`src/rtl/sigmoid_pwl_pipe.sv`:
```
// sigmoid_pwl_pipe
//   Three-stage pipelined fixed-point sigmoid using the PLAN piecewise-linear
//   approximation (shift-add only). Valid/ready handshakes on both sides; the
//   whole pipeline advances together whenever the output register is empty or
//   being drained.
//
//   Parameters
//     DATA_W : input/output width (DATA_W-FRAC_W >= 4)
//     FRAC_W : fractional bits (>= 5); input signed Q(DATA_W-FRAC_W).FRAC_W,
//              output unsigned with FRAC_W fractional bits, 1.0 = 2^FRAC_W
//
//   Ports
//     clk        rising-edge clock
//     reset_n    synchronous active-low reset
//     in_valid   input sample valid
//     in_ready   pipeline can accept a sample this cycle
//     in_data    signed fixed-point x
//     out_valid  output sample valid
//     out_ready  downstream accepts the output
//     out_data   unsigned fixed-point y in [0, 1.0]
//     sat_count  (SIGMOID_SAT_CNT_EN only) count of accepted samples with
//                |x| >= 5.0, saturating at 0xFFFF
//
//   Build option: define SIGMOID_SAT_CNT_EN to add the sat_count port.
module sigmoid_pwl_pipe #(
  parameter int DATA_W = 16,
  parameter int FRAC_W = 12
) (
  input  logic              clk,
  input  logic              reset_n,
  input  logic              in_valid,
  output logic              in_ready,
  input  logic [DATA_W-1:0] in_data,
  output logic              out_valid,
  input  logic              out_ready,
  output logic [DATA_W-1:0] out_data
`ifdef SIGMOID_SAT_CNT_EN
  ,
  output logic [15:0]       sat_count
`endif
);

  typedef enum logic [1:0] {
    SEG0 = 2'd0,  // a < 1.0
    SEG1 = 2'd1,  // 1.0   <= a < 2.375
    SEG2 = 2'd2,  // 2.375 <= a < 5.0
    SEG3 = 2'd3   // a >= 5.0
  } seg_e;

  // Fixed-point constants, all expressed as exact integer multiples of 2^-5
  // or coarser so they hold for any FRAC_W >= 5.
  localparam logic [DATA_W-1:0] K_ONE    = DATA_W'(1)  << FRAC_W;
  localparam logic [DATA_W-1:0] K_2P375  = DATA_W'(19) << (FRAC_W - 3);
  localparam logic [DATA_W-1:0] K_5P0    = DATA_W'(5)  << FRAC_W;
  localparam logic [DATA_W-1:0] K_0P5    = DATA_W'(1)  << (FRAC_W - 1);
  localparam logic [DATA_W-1:0] K_0P625  = DATA_W'(5)  << (FRAC_W - 3);
  localparam logic [DATA_W-1:0] K_0P8438 = DATA_W'(27) << (FRAC_W - 5);
  localparam logic [DATA_W-1:0] MOST_NEG = {1'b1, {(DATA_W-1){1'b0}}};
  localparam logic [DATA_W-1:0] MAX_POS  = {1'b0, {(DATA_W-1){1'b1}}};

  logic adv;

  // Stage 1 registers: sign, magnitude, segment
  logic              s1_valid_q;
  logic              s1_sgn_q,  s1_sgn_d;
  logic [DATA_W-1:0] s1_a_q,    s1_a_d;
  seg_e              s1_seg_q,  s1_seg_d;

  // Stage 2 registers: sign, positive-half value
  logic              s2_valid_q;
  logic              s2_sgn_q;
  logic [DATA_W-1:0] s2_yp_q,   s2_yp_d;

  // Stage 3 registers: output
  logic              out_valid_q;
  logic [DATA_W-1:0] out_data_q, out_data_d;

  assign adv       = ~out_valid_q | out_ready;
  assign in_ready  = adv;
  assign out_valid = out_valid_q;
  assign out_data  = out_data_q;

  // Stage 1: magnitude and segment select
  always_comb begin
    s1_sgn_d = in_data[DATA_W-1];
    if (!s1_sgn_d) begin
      s1_a_d = in_data;
    end else if (in_data == MOST_NEG) begin
      // -2^(DATA_W-1) has no positive counterpart; clamp to the largest code.
      s1_a_d = MAX_POS;
    end else begin
      s1_a_d = -in_data;
    end

    if (s1_a_d >= K_5P0) begin
      s1_seg_d = SEG3;
    end else if (s1_a_d >= K_2P375) begin
      s1_seg_d = SEG2;
    end else if (s1_a_d >= K_ONE) begin
      s1_seg_d = SEG1;
    end else begin
      s1_seg_d = SEG0;
    end
  end

  // Stage 2: positive-half line segment
  always_comb begin
    unique case (s1_seg_q)
      SEG0:    s2_yp_d = (s1_a_q >> 2) + K_0P5;
      SEG1:    s2_yp_d = (s1_a_q >> 3) + K_0P625;
      SEG2:    s2_yp_d = (s1_a_q >> 5) + K_0P8438;
      default: s2_yp_d = K_ONE;
    endcase
  end

  // Stage 3: mirror for negative inputs and clamp to [0, 1.0]
  always_comb begin
    if (s2_sgn_q) begin
      out_data_d = (s2_yp_q > K_ONE) ? '0 : (K_ONE - s2_yp_q);
    end else begin
      out_data_d = (s2_yp_q > K_ONE) ? K_ONE : s2_yp_q;
    end
  end

  always_ff @(posedge clk) begin
    if (!reset_n) begin
      s1_valid_q  <= 1'b0;
      s1_sgn_q    <= 1'b0;
      s1_a_q      <= '0;
      s1_seg_q    <= SEG0;
      s2_valid_q  <= 1'b0;
      s2_sgn_q    <= 1'b0;
      s2_yp_q     <= '0;
      out_valid_q <= 1'b0;
      out_data_q  <= '0;
    end else if (adv) begin
      s1_valid_q  <= in_valid;
      s1_sgn_q    <= s1_sgn_d;
      s1_a_q      <= s1_a_d;
      s1_seg_q    <= s1_seg_d;
      s2_valid_q  <= s1_valid_q;
      s2_sgn_q    <= s1_sgn_q;
      s2_yp_q     <= s2_yp_d;
      out_valid_q <= s2_valid_q;
      out_data_q  <= out_data_d;
    end
  end

`ifdef SIGMOID_SAT_CNT_EN
  logic [15:0] sat_count_q;

  // Counted as the sample enters stage 1; a stalled sample is not accepted
  // yet, so it cannot be counted twice.
  always_ff @(posedge clk) begin
    if (!reset_n) begin
      sat_count_q <= '0;
    end else if (adv && in_valid && (s1_seg_d == SEG3) && (sat_count_q != '1)) begin
      sat_count_q <= sat_count_q + 16'd1;
    end
  end

  assign sat_count = sat_count_q;
`endif

endmodule

```
`config.mk`:
```
export PLATFORM = sky130hd
export DESIGN_NAME = sigmoid_pwl_pipe
export DESIGN_NICKNAME = d
export VERILOG_FILES = /design/src/rtl/sigmoid_pwl_pipe.sv
export SDC_FILE = /design/constraint.sdc
export NUM_CORES = 1
export LEC_CHECK = 0
export ABC_AREA = 1
export ABC_CLOCK_PERIOD_IN_PS = 2100
export CORE_ASPECT_RATIO = 0.75
export CORE_UTILIZATION = 55
export CTS_BUF_LIST = sky130_fd_sc_hd__clkbuf_4 sky130_fd_sc_hd__clkbuf_8
export CTS_CLUSTER_SIZE = 30
export DETAILED_ROUTE_END_ITERATION = 7
export PLACE_DENSITY = 0.9
export SYNTH_ARGS = -nofsm -noshare
export SYNTH_HDL_FRONTEND = slang
export SYNTH_SLANG_ARGS = --single-unit
export TNS_END_PERCENT = 5
```
`constraint.sdc`:
```
create_clock -name clk -period 2.1 [get_ports clk]
set_clock_uncertainty 0.05 [all_clocks]
set_input_delay 0.315 -clock clk [delete_from_list [all_inputs] [get_ports clk]]
set_output_delay 0.315 -clock clk [all_outputs]
set_load 0.005 [all_outputs]
```
==> impl_metrics.csv <==
group,metric,value,unit
run_status,outcome,"completed",
timing,holdWs,0.3843,ns
die,die_h,65.93,µm
die,start_util,59.17,%
synth,synthArstFlopShare,0,%
cts,cts_resized,0,
synth,synth_area,2997,µm²
cts,htreeDepth,2,
route,wl,6.758,mm
timing,final-max-slew-violation-count,0,
synth,synth_common_cells,"102 x nand2_1, 52 x dfxtp_1, 45 x inv_1",
synth,synth_xor_area_share,3.758,%
synth,ys_types,39,
setup_path,reg2reg_slack,0.31,ns
synth,yosys.area.top_type,"dfxtp_1",
pwr,p_leak,1.446,nW
global_routing,grt_pass1_vias,2653,
synth,synth_mux_area_share,0,%
timing,finalCritPeriodShare,85.45,%
global_routing,antenna_found_initial,0,
route,wl_per_cell,12.63,µm
route,viasPerCell,5.564,
setup_path,worstReg2RegStart,"s2_yp_q[1]",
global_routing,grt_most_used_layer,"met2",
layout,final_area,3551,µm²
placement,pre_cts_ws,-0.004608,ns
synth,yosys_warnings,0,
route,drtAntennaViolNets,0,
global_routing,grt_overflow,0,
timing,worstMarginPinSlew,0.4921,ns
layout,n_antenna_cell,0,
global_routing,grt_max_degree,44,
pwr,ir_drop,0.0004398,V
pwr,powerDensity,664.3,nW/µm²
synth,syn_avg_cell_area,7.018,µm²
placement,io_buffers,37,
layout,area_growth,18.50,%
synth,synth.area.top_cells,"dfxtp_1 35%, nand2_1 13%, a21oi_1 6.7%",
global_routing,grt_use_met1,32.56,%
cts,cts-root-buf,"clkbuf_8",
pwr,power,2.359,mW
synth,synth-compound-area-share,20.46,%
synth,synth_top_area_share,34.74,%
cts,cts_sinks,52,
synth,synthAdderAreaFrac,3.340,%
setup_path,worstPathArrival,1.98,ns
global_routing,grt_usage,24.46,%
die,die-width,87.23,µm
die,io_pins,38,
setup_path,startpoint,"s2_yp_q[1]",
global_routing,grt_use_met3,3.745,%
timing,maxSlewHeadroom,67.07,%
run,maxCapViolations,0,
timing,setup_viol,0,
synth,synth-simple-area-share,28.56,%
setup_path,cp-start-kind,"register",
timing,hold_violations,0,
route,drtPass1Iterations,5,
placement,place_area,3453,µm²
synth,synth_top_family_by_area,"simple AND/OR/NAND/NOR gates",
min_path,hold_path_class,"register to register",
synth,synth-edff-count,0,
synth,synth-seq-area-share,34.74,%
synth,synth_seq_cells,52,
cts,clock_latency,0.30,ns
die,core,5065,µm²
synth,synth_ff_type,"dfxtp_1",
setup_path,crit_type,"register to register",
cts,cts_setup_buffers,0,
layout,final_cells,535,
timing,rsz0062_at_grt,"false",
route,dr_total_vias,2977,
cts,clock_path_buffers,2,
route,drc,0,
cts,cts_hold_buf,0,
setup_path,worstPathMaxFanout,12,
synth,yosysMostFrequentCell,"nand2_1",
synth,synthCells,427,
cts,cts_buffers,5,
placement,place.gp.congestion,0.8692,
cts,cts_tree,"done",
timing,clock.fmax,557.3,MHz
timing,layout_min_cycle_time,1.794,ns
synth,synthesis.nets,455,
global_routing,grtUsageMet2,42.72,%
min_path,holdCritStartpoint,"out_data[14]",
setup_path,crit_path_end_kind,"register",
die,dieArea,5751,µm²
cts,clk_pin_slew,0.09,ns
global_routing,grt_pass1_wl,11.25,mm
placement,dp_hpwl,4.969,mm
placement,placed_cells,527,
setup_path,crit_required,2.28,ns
die,rows,22,
layout,finalNetCount,490,
timing,setup_slack,0.3056,ns
route,drtIter0Drc,173,
layout,drive_gt1_share,11.88,%
==> registers in the layout (all words and copies together) (netlist names) <==
signal	cells
s2_yp_q	15
s2_sgn_q	1
s1_a_q	14
s2_valid_q	1
s1_valid_q	1
s1_sgn_q	1
out_data	16
s1_seg_q	2
out_valid	1
==> cell type report <==
type | count | area (µm²)
timing repair buffer | 45 | 442.9
inverter | 52 | 197.7
sequential | 52 | 1041
clock buffer | 7 | 90.09
fill | 432 | 1514
tap | 72 | 90.09
multi-input combinational | 306 | 1682
clock inverter | 1 | 7.507
==> power by group <==
group          leakage (nW)  total, mW  internal (mW)  switching [mW]
Combinational         0.971      0.612          0.262           0.350
Sequential            0.428       1.14           1.07          0.0693
Clock                0.0479      0.608          0.282           0.326
==> cell families (layout without fill, tap and decap cells) <==
group,Yosys count,after routing
simple gates,185,185
xor+xnor,12,12
compound gates,101,101
flops,52,52
buf+inv,69,105
fa+ha+maj,8,8
==> metal layers <==
metal  vias to the layer above  share of wire, %
met5                         -                 0
met4                         0              0.37
met3                         4               5.7
met2                        85                47
met1                      1406                47
li1                       1482                 -
==> worst max-delay path, stage by stage, from the launching register on <==
cell and delay (ns):
dfxtp_1 0.33, inv_1 0.10, ha_1 0.22, nand4_1 0.19
nor3_2 0.19, o21ai_2 0.10, nor2_4 0.25, o211ai_1 0.14
a21oi_1 0.14
==> per-stage QoR <==
stage | utilization (%) | setup TNS (ns)
2_1_floorplan | - | 0
3_3_place_gp | 68.18 | 0
3_5_place_dp | 68.18 | -0.004608
4_1_cts | 70.11 | 0
5_1_grt | 70.11 | 0
6_report | 70.11 | 0
==> path summary, 6_finish.rpt <==
kind | endpoint | depth (start not counted)
worst min register to register | out_data[14] | 2
worst max register to register | out_data[1] | 8
worst min-delay path | out_data[14] | 2
worst max-delay path | out_data[1] | 8
==> layout by cell type, fill, tap and decap left out, types with 18 or more instances in the layout <==
| cell | n |
|---|---|
| nor2_1 | 30 |
| nand3_1 | 18 |
| a21oi_1 | 40 |
| dfxtp_1 | 52 |
| nand2_1 | 102 |
| inv_1 | 45 |
| o21ai_0 | 26 |
| clkdlybuf4s50_1 | 37 |
Note: power is estimated with default switching activity, not from simulation.
